$ cat config.mk
export PLATFORM = sky130hd
export DESIGN_NAME = goldschmidt_ctrl
export DESIGN_NICKNAME = d
export VERILOG_FILES = /design/src/rtl/goldschmidt_ctrl.sv
export SDC_FILE = /design/constraint.sdc
export NUM_CORES = 1
export LEC_CHECK = 0
export CAP_MARGIN = 20
export CORE_AREA = 2 2 43 45
export DETAILED_ROUTE_END_ITERATION = 10
export DIE_AREA = 0 0 45 47
export PLACE_DENSITY = 0.7
export SYNTH_ARGS = -nofsm -noshare
export SYNTH_HDL_FRONTEND = slang
export SYNTH_SLANG_ARGS = --single-unit
$ cat constraint.sdc
create_clock -name clk -period 1.4 [get_ports clk]
set_input_delay 0.21 -clock clk [delete_from_list [all_inputs] [get_ports clk]]
set_output_delay 0.21 -clock clk [all_outputs]
set_load 0.05 [all_outputs]
$ cat src/rtl/goldschmidt_ctrl.sv
// Sequencing FSM for the Goldschmidt divider datapath: runs INIT_D, INIT_N and then
// n_eff ITER_D/ITER_N pairs, with a start/ready/done handshake toward the issuing unit.
module goldschmidt_ctrl #(
  parameter int MAX_ITER = 4,
  parameter int ITER_W   = 3
) (
  input  logic              clk,
  input  logic              reset,
  input  logic              start,
  input  logic [ITER_W-1:0] num_iter,
  output logic              ready,
  output logic              busy,
  output logic              done,
  output logic              load_regN,
  output logic              load_regD,
  output logic [1:0]        sel_ND_mux,
  output logic              sel_K_mux,
  output logic [ITER_W-1:0] iter_idx
);

  localparam logic [ITER_W-1:0] MAX_ITER_V = ITER_W'(MAX_ITER);

  typedef enum logic [2:0] {
    S_IDLE   = 3'd0,
    S_INIT_D = 3'd1,
    S_INIT_N = 3'd2,
    S_ITER_D = 3'd3,
    S_ITER_N = 3'd4,
    S_DONE   = 3'd5
  } state_e;

  state_e            state, state_nx;
  logic [ITER_W-1:0] iter_cnt, iter_cnt_nx;
  logic [ITER_W-1:0] n_eff, n_eff_nx;
  logic [ITER_W-1:0] n_clamped;

  assign n_clamped = (num_iter > MAX_ITER_V) ? MAX_ITER_V : num_iter;

  // NOTE: sequential state uses non-blocking assignments so every register samples
  // the pre-edge values, independent of statement order.
  always_ff @(posedge clk) begin
    if (reset) begin
      state    <= S_IDLE;
      iter_cnt <= '0;
      n_eff    <= '0;
    end else begin
      state    <= state_nx;
      iter_cnt <= iter_cnt_nx;
      n_eff    <= n_eff_nx;
    end
  end

  // NOTE: every variable gets a default before the case so no path leaves one
  // unassigned, which would otherwise infer a latch.
  always_comb begin
    state_nx    = state;
    iter_cnt_nx = iter_cnt;
    n_eff_nx    = n_eff;
    unique case (state)
      S_IDLE: begin
        if (start) begin
          n_eff_nx    = n_clamped;
          iter_cnt_nx = '0;
          state_nx    = S_INIT_D;
        end
      end
      S_INIT_D: state_nx = S_INIT_N;
      S_INIT_N: begin
        if (n_eff != '0) begin
          state_nx    = S_ITER_D;
          iter_cnt_nx = ITER_W'(1);
        end else begin
          state_nx    = S_DONE;
        end
      end
      S_ITER_D: state_nx = S_ITER_N;
      S_ITER_N: begin
        if (iter_cnt == n_eff) begin
          state_nx    = S_DONE;
          iter_cnt_nx = '0;
        end else begin
          state_nx    = S_ITER_D;
          iter_cnt_nx = iter_cnt + ITER_W'(1);
        end
      end
      S_DONE: begin
        state_nx    = S_IDLE;
        iter_cnt_nx = '0;
      end
      default: begin
        // Unused encodings fall back to a clean idle.
        state_nx    = S_IDLE;
        iter_cnt_nx = '0;
        n_eff_nx    = '0;
      end
    endcase
  end

  // Moore decode: outputs depend on the state register only.
  always_comb begin
    ready      = 1'b0;
    busy       = 1'b0;
    done       = 1'b0;
    load_regN  = 1'b0;
    load_regD  = 1'b0;
    sel_ND_mux = 2'b00;
    sel_K_mux  = 1'b1;
    iter_idx   = '0;
    unique case (state)
      S_IDLE:   ready = 1'b1;
      S_INIT_D: begin
        busy      = 1'b1;
        load_regD = 1'b1;
      end
      S_INIT_N: begin
        busy       = 1'b1;
        load_regN  = 1'b1;
        sel_ND_mux = 2'b01;
      end
      S_ITER_D: begin
        busy       = 1'b1;
        load_regD  = 1'b1;
        sel_ND_mux = 2'b10;
        sel_K_mux  = 1'b0;
        iter_idx   = iter_cnt;
      end
      S_ITER_N: begin
        busy       = 1'b1;
        load_regN  = 1'b1;
        sel_ND_mux = 2'b11;
        sel_K_mux  = 1'b0;
        iter_idx   = iter_cnt;
      end
      S_DONE:   done = 1'b1;
      default:  ;
    endcase
  end

endmodule
# Yosys cells after proc, flatten, opt, wreduce, memory -nomap -nowiden
# Cells that the tools add are included.
word_totals:
  reg_bits: 9
  out_inout_bits: 11
op_classes:
  n_mux: 19
  magnitude_cmp: 1
  n_reduce_logical: 9
  n_addsub: 1
  eq_ne: 8
  bitwise: 2
op_table:
  columns: ["operator", "count"]
  rows:
  - ["3-bit 2-to-1 mux", 9]
  - ["3-bit one-hot mux with 5 select lines", 1]
  - ["3-bit one-hot mux with 4 select lines", 1]
  - ["3-bit by 2-bit == test with 1-bit output (second input constant)", 2]
  - ["3-bit == test (second input constant)", 2]
  - ["1-bit 2-to-1 mux", 6]
  - ["2-bit one-hot mux with 3 select lines", 1]
  - ["3-bit one-hot mux with 2 select lines", 1]
  - ["2-bit OR reduction", 3]
  - ["5-bit OR reduction", 1]
  - ["2-bit != test (second input constant)", 2]
  - ["4-bit OR reduction", 1]
  - ["3-bit by 1-bit adder with 3-bit output (second input constant)", 1]
  - ["3-bit by 1-bit == test with 1-bit output (second input constant)", 1]
  - ["3-bit == test", 1]
  - ["3-bit > comparator (second input constant)", 1]
  - ["3-bit logical NOT", 1]
  - ["3-bit AND reduction", 1]
  - ["3-bit nonzero test", 1]
  - ["1-bit NOT", 2]
  - ["2-bit AND reduction", 1]

# Depth between registers and ports, before layout
# Gate-level depths: netlist of run 1.
depth:
  ltp_word: 4
  depth_mapped: 4
  mapped_depth_nobuf: 4

# Worst setup path before layout of run 1
# No wires, ideal clock.
synth_path:
  path_kind: "reg-to-output"
  from: "register state[0]"
  to: "output iter_idx[0]"
  n_path_buf: 0
  t_arrival_ps: 2220
  path_stages_with_launch: 4
  setup_slack_ps: -1030
  path_cell_list: "dfxtp_1 -> nor2b_1 -> a21o_1 -> and2_1"
synth_between:
  elab_chain_cells: 3
synth_lines:
  columns: ["element", "line", "rtl"]
  rows:
  - ["start, declared", "32", "state_e state, state_nx;"]
  - ["start signal, assigned", "47", "state <= state_nx;"]
  - ["3-bit == test / 3-bit by 2-bit == test with 1-bit output (equally long branches)", "109", "unique case (state)"]
  - ["2-bit OR reduction (no source line) (*)", null, null]
  - ["3-bit 2-to-1 mux (*)", "109", null]
  - ["end, declared", "18", "output logic [ITER_W-1:0] iter_idx"]
# Mark *: on every way between the ends. The rest lies on a longest branch, timed or not.

# Final worst setup path of run 1
layout_path:
  from: "register state[2]"
  to: "output iter_idx[0]"
# Same word-level chain as after synthesis.

==> qor.txt, run 1 <==
Sequential Power Share = 35.5%
Max Transition Viols Final = 0
hold depth = 3
Hold Path End = n_eff[0]$_SDFFE_PP0P_
Nets = 118
top_reg_cell synth = dfxtp_1
I/O pins = 17
Max Cap Violations = 0
H-tree Lvls = 1
ratio of cells with drive above 1 in the final layout = 52.73%
first-pass GRT wire length = 2.870 mm
clock sink total = 9
Syn Std Cell Area = 655.6 um2
Worst Skew = 0.0003852 ns
Sum Neg Setup Slack = -1.336 ns
Net Sw Frac = 34.15%
PnR worst setup slack = -0.1366 ns
area share of the largest cell type after synthesis = 27.48%
P_leak = 0.4931 nW
r2r setup slk = -0.12 ns
gr usage total = 18.77%
ANT nets after route = 0
clk slew on worst S/H paths = 0.06 ns
CTS tree = done
Power Density = 686.5 nW/um2
gate count after technology mapping = 75
GPL Wtd Cong = 0.8542
CP startpoint = state[2]$_SDFFE_PP0P_
Arrival @ worst endpoint = 1.33 ns
Ant. Diodes = 0
number of global-route vias before repair = 685
RSZ-0062 raised after global routing = true
fillcell total = 127
1st-iter DRT viols = 14
reg-to-reg startpoint = state[1]$_SDFFE_PP0P_
Finished Core Util = 72.27%
area delta synth->final = 82.06%
startpoint class of the critical path = flop
cell taking the most area after synthesis = dfxtp_1
flops & latches, synth = 9
CP Data Required Time = 1.19 ns
num rows = 15
gr ovfl total = 0
hold buffer count at cts = 0
failing checks = setup timing
Cell variety after synth = 33
Buf/Inv on CP = 1
P_sw = 0.0002798 W
HPWL after DPL = 1.253 mm
drc violations = 0
Final setup viols = 13
Final Cycle Share = 109.8%
worst r2r dst = n_eff[2]$_SDFFE_PP0P_
peak supply drop = 0.0004787 V
CP peak stage delay = 0.43 ns
DR vias/cell = 5.677
register area share after synthesis = 27.48%
cells along the critical path = nor3b_4, a21o_4, and2_4, buf_12
Top delay family on crit path = flip-flops
starting density of the core = 39.70%
Vias = 721
cells on worst reg2reg path = 4
EDFF count, synth = 0
Stages on worst setup path = 4
initial antenna violation count = 0
Syn. warnings = 0
hold_ws = 0.5378 ns
maximum number of pins on one net before global-route repair = 12
clock power share = 24.8%
die extent in y = 47 um
net count after synthesis = 82
Max-slew headroom = 77.55%
Worst Setup Path Type = reg2out
die width = 45 um
PortBufs = 16
core area = 1652 um2
Final min period = 1.537 ns
Die Area = 2115 um2
Post-Place Setup Slack = -0.2177 ns
P_int = 0.0005396 W
buffer levels on the longest clock path = 2
CTS Buf Count = 3
worst skew pair latency = 0.26 ns
most instantiated library cell after synthesis = dfxtp_1
crit end category = output port
WL/cell = 13.94 um
Slowest-stage cell, CP = dfxtp_4
Slew @ Worst Pin = 0.3315 ns
Worst Hold Class = in2reg
Post-Syn Area per Cell = 8.742 um2
Synth top cells by count = dfxtp_1 (9), inv_1 (5), o211ai_1 (5)
ys async rst share = 0%
ranking of synthesized cells by area = dfxtp_1 (27%), xor2_2 (7.4%), o211ai_1 (5.7%), o311ai_0 (4.0%), and2_1 (3.8%)
placed cell areas = 1071 um2
Final Cell Area = 1194 um2
fmax = 650.8 MHz
DR pass1 iterations = 4
Post-Route WL = 1.771 mm
worst hold start = num_iter[0]
status = finished, violations left
Comb pwr share = 39.7%
clock root cell = clkbuf_4
Final Hold Viols = 0
crit-path max FO = 8
-- routing by layer --
layer / wire length [um] / track usage, % / part of all wire, %
met1: 734 / 22.48 / 41
met2: 936 / 34.00 / 53
met3: 84 / 3.462 / 4.7
met4: 15 / 5.882 / 0.85
met5: 0 / 0 / 0
-- timing repair --
| item | 4_1_cts | 5_1_grt |
|---|---|---|
| resized for setup | 8 | 7 |
| setup buffers | 3 | 3 |
| pin swaps | 6 | 4 |
| hold endpoints to repair | 0 | 0 |
| setup endpoints to repair | 11 | 15 |
-- worst register-to-register path, stage by stage, from the launching register on --
cell	delay, ns
dfxtp_4	0.38
buf_4	0.17
or4b_2	0.67
nand3_1	0.13
a21oi_1	0.07
-- registers in the layout, indices dropped and copies added, names as in the netlist --
register  cells
iter_cnt      3
n_eff         3
state         3
-- stage by stage --
| stage | instances | power [W] |
|---|---|---|
| 2_1_floorplan | 75 | 0.0004688 |
| 3_3_place_gp | 118 | 0.0005865 |
| 3_5_place_dp | 118 | 0.0005913 |
| 4_1_cts | 125 | 0.0008127 |
| 5_1_grt | 127 | 0.0008589 |
| 6_report | 127 | 0.0008194 |
-- worst max path at each step --
| stage | end |
|---|---|
| 2_1_floorplan | iter_idx[0] |
| 3_3_place_gp | n_eff[0]$_SDFFE_PP0P_ |
| 3_5_place_dp | n_eff[0]$_SDFFE_PP0P_ |
| 4_1_cts | iter_idx[0] |
| 5_1_grt | iter_idx[2] |
| 6_report | iter_idx[0] |
-- cell usage in the layout, fill, tap and decap left out, types with 2 or more instances in the layout --
cell type,netlist,layout
a21oi_1,4,4
buf_4,0,18
nand3_1,4,3
nor3_1,3,2
clkdlybuf4s50_1,0,5
buf_12,0,9
nor2b_1,3,2
clkbuf_4,0,3
buf_6,0,2
o211a_1,2,2
o311ai_1,1,3
nor4b_2,1,3
o211ai_1,5,5
dfxtp_1,9,6
inv_1,5,5
and2_4,0,3
xor2_2,3,3
or4_1,2,2
a31oi_1,2,2
dfxtp_4,0,3
-- final cells by class --
class / instances / area [um2] / share of cell area [%]
clock buffer: 4 / 26.28 / 2.201
inverter: 5 / 18.77 / 1.572
multi-input combinational: 57 / 533.0 / 44.65
sequential: 9 / 191.4 / 16.04
tap: 17 / 21.27 / 1.782
timing repair buffer: 35 / 402.9 / 33.75
-- cell families after synthesis --
family | synth area share (%)
and+or+nand+nor | 29.77
AOI/OAI and AO/OA | 26.34
buffers and inverters | 5.724
DFF | 27.48
xor gates and xnor gates | 8.779
adders and majority gates | 1.908
-- power by group through the flow --
stage               Sequential (W)  Combinational (W)  Clock (W)
floorplan                 0.000290           0.000179          0
detailed placement        0.000299           0.000292          0
CTS                       0.000289           0.000313   0.000211
finish                    0.000291           0.000325   0.000203
global route              0.000293           0.000344   0.000222
global placement          0.000299           0.000288          0
Power figures use the tool's default switching activity.
==> inputs of run 2 (changes only) <==
--- a/config.mk
+++ b/config.mk
@@ -6,10 +6,12 @@
 export NUM_CORES = 1
 export LEC_CHECK = 0
 export CAP_MARGIN = 20
-export CORE_AREA = 2 2 43 45
+export CELL_PAD_IN_SITES_DETAIL_PLACEMENT = 1
+export CELL_PAD_IN_SITES_GLOBAL_PLACEMENT = 1
+export CORE_AREA = 2 2 49 51
 export DETAILED_ROUTE_END_ITERATION = 10
-export DIE_AREA = 0 0 45 47
-export PLACE_DENSITY = 0.7
+export DIE_AREA = 0 0 51 53
+export PLACE_DENSITY_LB_ADDON = 0.1
 export SYNTH_ARGS = -nofsm -noshare
 export SYNTH_HDL_FRONTEND = slang
 export SYNTH_SLANG_ARGS = --single-unit
==> qor.txt, run 2 (synthesis results as in run 1) <==
status = finished, violations left
failing checks = setup timing
DR pass1 iterations = 4 (unchanged)
Final setup viols = 9 (-4)
Sum Neg Setup Slack = -0.9502 ns (+0.3862 ns)
PortBufs = 16 (unchanged)
Post-Place Setup Slack = -0.2667 ns (-0.04897 ns)
cells on worst reg2reg path = 4 (unchanged)
Power Density = 665.0 nW/um2 (-3.1%)
hold_ws = 0.5016 ns (-0.03617 ns)
clk slew on worst S/H paths = 0.07 ns (about the same)
Nets = 126 (+6.8%)
drc violations = 0 (unchanged)
number of global-route vias before repair = 791 (+15%)
clock root cell = clkbuf_4
clock sink total = 9 (unchanged)
Ant. Diodes = 0 (unchanged)
Die Area = 2703 um2 (+28%)
crit end category = output port
Max-slew headroom = 78.46% (+0.91 points)
peak supply drop = 0.0004042 V (-16%)
Worst Skew = 0.005711 ns (+0.005326 ns)
ratio of cells with drive above 1 in the final layout = 61.86% (+9.1 points)
buffer levels on the longest clock path = 2 (unchanged)
r2r setup slk = -0.12 ns (about the same)
Sequential Power Share = 32.8% (-2.7 points)
HPWL after DPL = 1.546 mm (+23%)
Finished Core Util = 61.50% (-11 points)
WL/cell = 15.08 um (+8.2%)
Top delay family on crit path = flip-flops
Max Cap Violations = 0 (unchanged)
P_int = 0.0005690 W (+5.5%)
CP peak stage delay = 0.41 ns (-0.02 ns)
commonest non-fill, non-tap cells in the layout = buf_4 (23), buf_12 (9)
Top Registers = iter_cnt (3), n_eff (3), state (3)
GPL Wtd Cong = 0.7366 (-14%)
Slew @ Worst Pin = 0.3181 ns (-0.01341 ns)
clock power share = 24.8% (about the same)
gr usage total = 18.53% (-0.23 points)
core area = 2148 um2 (+30%)
Vias = 752 (+4.3%)
crit-path max FO = 5 (-3)
startpoint class of the critical path = flop
fmax = 649.7 MHz (-0.17%)
gr ovfl total = 0 (unchanged)
Power Total = 0.0008787 W (+7.2%)
reg-to-reg startpoint = state[2]$_SDFFE_PP0P_
P_leak = 0.5480 nW (+11%)
Buf/Inv on CP = 1 (unchanged)
CP Data Required Time = 1.19 ns (about the same)
I/O pins = 17 (unchanged)
Final Cycle Share = 109.9% (+0.19 points)
H-tree Lvls = 1 (unchanged)
Worst Hold Class = reg2reg
P_sw = 0.0003097 W (+11%)
worst skew pair latency = 0.27 ns (about the same)
Net Sw Frac = 35.24% (+1.1 points)
worst r2r dst = state[2]$_SDFFE_PP0P_
die extent in y = 53 um (+13%)
Final min period = 1.539 ns (+0.002645 ns)
Slowest-stage cell, CP = dfxtp_4
Worst Setup Path Type = reg2out
Final Hold Viols = 0 (unchanged)
commonest non-fill, non-tap cell in the layout = buf_4
first-pass GRT wire length = 3.636 mm (+27%)
fillcell total = 230 (+81%)
CTS Buf Count = 3 (unchanged)
Max Transition Viols Final = 0 (unchanged)
cells along the critical path = nor3b_4, a21o_4, and2_4, buf_12
CP startpoint = state[2]$_SDFFE_PP0P_
Worst Setup EP = iter_idx[2]
DR vias/cell = 5.151 (-9.3%)
Stages on worst setup path = 4 (unchanged)
Comb pwr share = 42.4% (+2.7 points)
Post-Route WL = 2.202 mm (+24%)
CTS tree = done
PnR worst setup slack = -0.1392 ns (-0.002645 ns)
1st-iter DRT viols = 8 (-6)
ANT nets after route = 0 (unchanged)
maximum number of pins on one net before global-route repair = 8 (-4)
RSZ-0062 raised after global routing = true
area delta synth->final = 101.5%
initial antenna violation count = 0 (unchanged)
num rows = 17 (+2)
Arrival @ worst endpoint = 1.33 ns (about the same)
die width = 51 um (+13%)
starting density of the core = 30.52% (-9.2 points)
[run 2: repair_timing]
action	in CTS	in global routing
pin swaps	10	6
gates cloned	0	0
setup endpoints to repair	14	17
setup buffers	10	1
hold buffers	0	0
resized for setup	16	12
[run 2: layer usage]
layer	up-vias	routed length (um)	track usage (%)
li1	375	-	-
met2	16	1252	37.23
met1	357	855	19.24
met3	4	56	2.542
met5	-	0	0
met4	0	38	6.757
[run 2: worst register-to-register path, stage by stage (launching register included)]
cell,delay (ns)
dfxtp_4,0.39
buf_4,0.16
or4_4,0.53
o211ai_1,0.14
o21ba_2,0.20
[run 2: area by class of cell]
| type | instances | area, um2 | area share (%) |
|---|---|---|---|
| multi-input combinational | 57 | 571.8 | 43.28 |
| inverter | 5 | 21.27 | 1.610 |
| tap | 28 | 35.03 | 2.652 |
| clock buffer | 4 | 26.28 | 1.989 |
| sequential | 9 | 192.7 | 14.58 |
| timing repair buffer | 43 | 474.2 | 35.89 |
[run 2: per-stage QoR]
stage | cell area, um2 | instances
floorplan | 730.7 | 75
global placement | 1100 | 131
detailed placement | 1100 | 131
CTS | 1261 | 145
global route | 1321 | 146
finish | 1321 | 146
[run 2: how the worst min path moves through the flow]
stage | from | end | cells after the start
finish | n_eff[0]$_SDFFE_PP0P_ | n_eff[0]$_SDFFE_PP0P_ | 2
global route | n_eff[0]$_SDFFE_PP0P_ | n_eff[0]$_SDFFE_PP0P_ | 2
CTS | num_iter[0] | n_eff[0]$_SDFFE_PP0P_ | 3
detailed placement | n_eff[2]$_SDFFE_PP0P_ | n_eff[2]$_SDFFE_PP0P_ | 2
global placement | n_eff[1]$_SDFFE_PP0P_ | n_eff[1]$_SDFFE_PP0P_ | 2
floorplan | num_iter[2] | n_eff[2]$_SDFFE_PP0P_ | 2
[run 2: power by group through the flow]
stage	Sequential (W)	Clock, W	Combinational [W]
after floorplan	0.000290	0	0.000179
after global placement	0.000301	0	0.000290
final	0.000288	0.000218	0.000373
after CTS	0.000287	0.000225	0.000348
after global routing	0.000290	0.000236	0.000396
after detailed placement	0.000302	0	0.000296
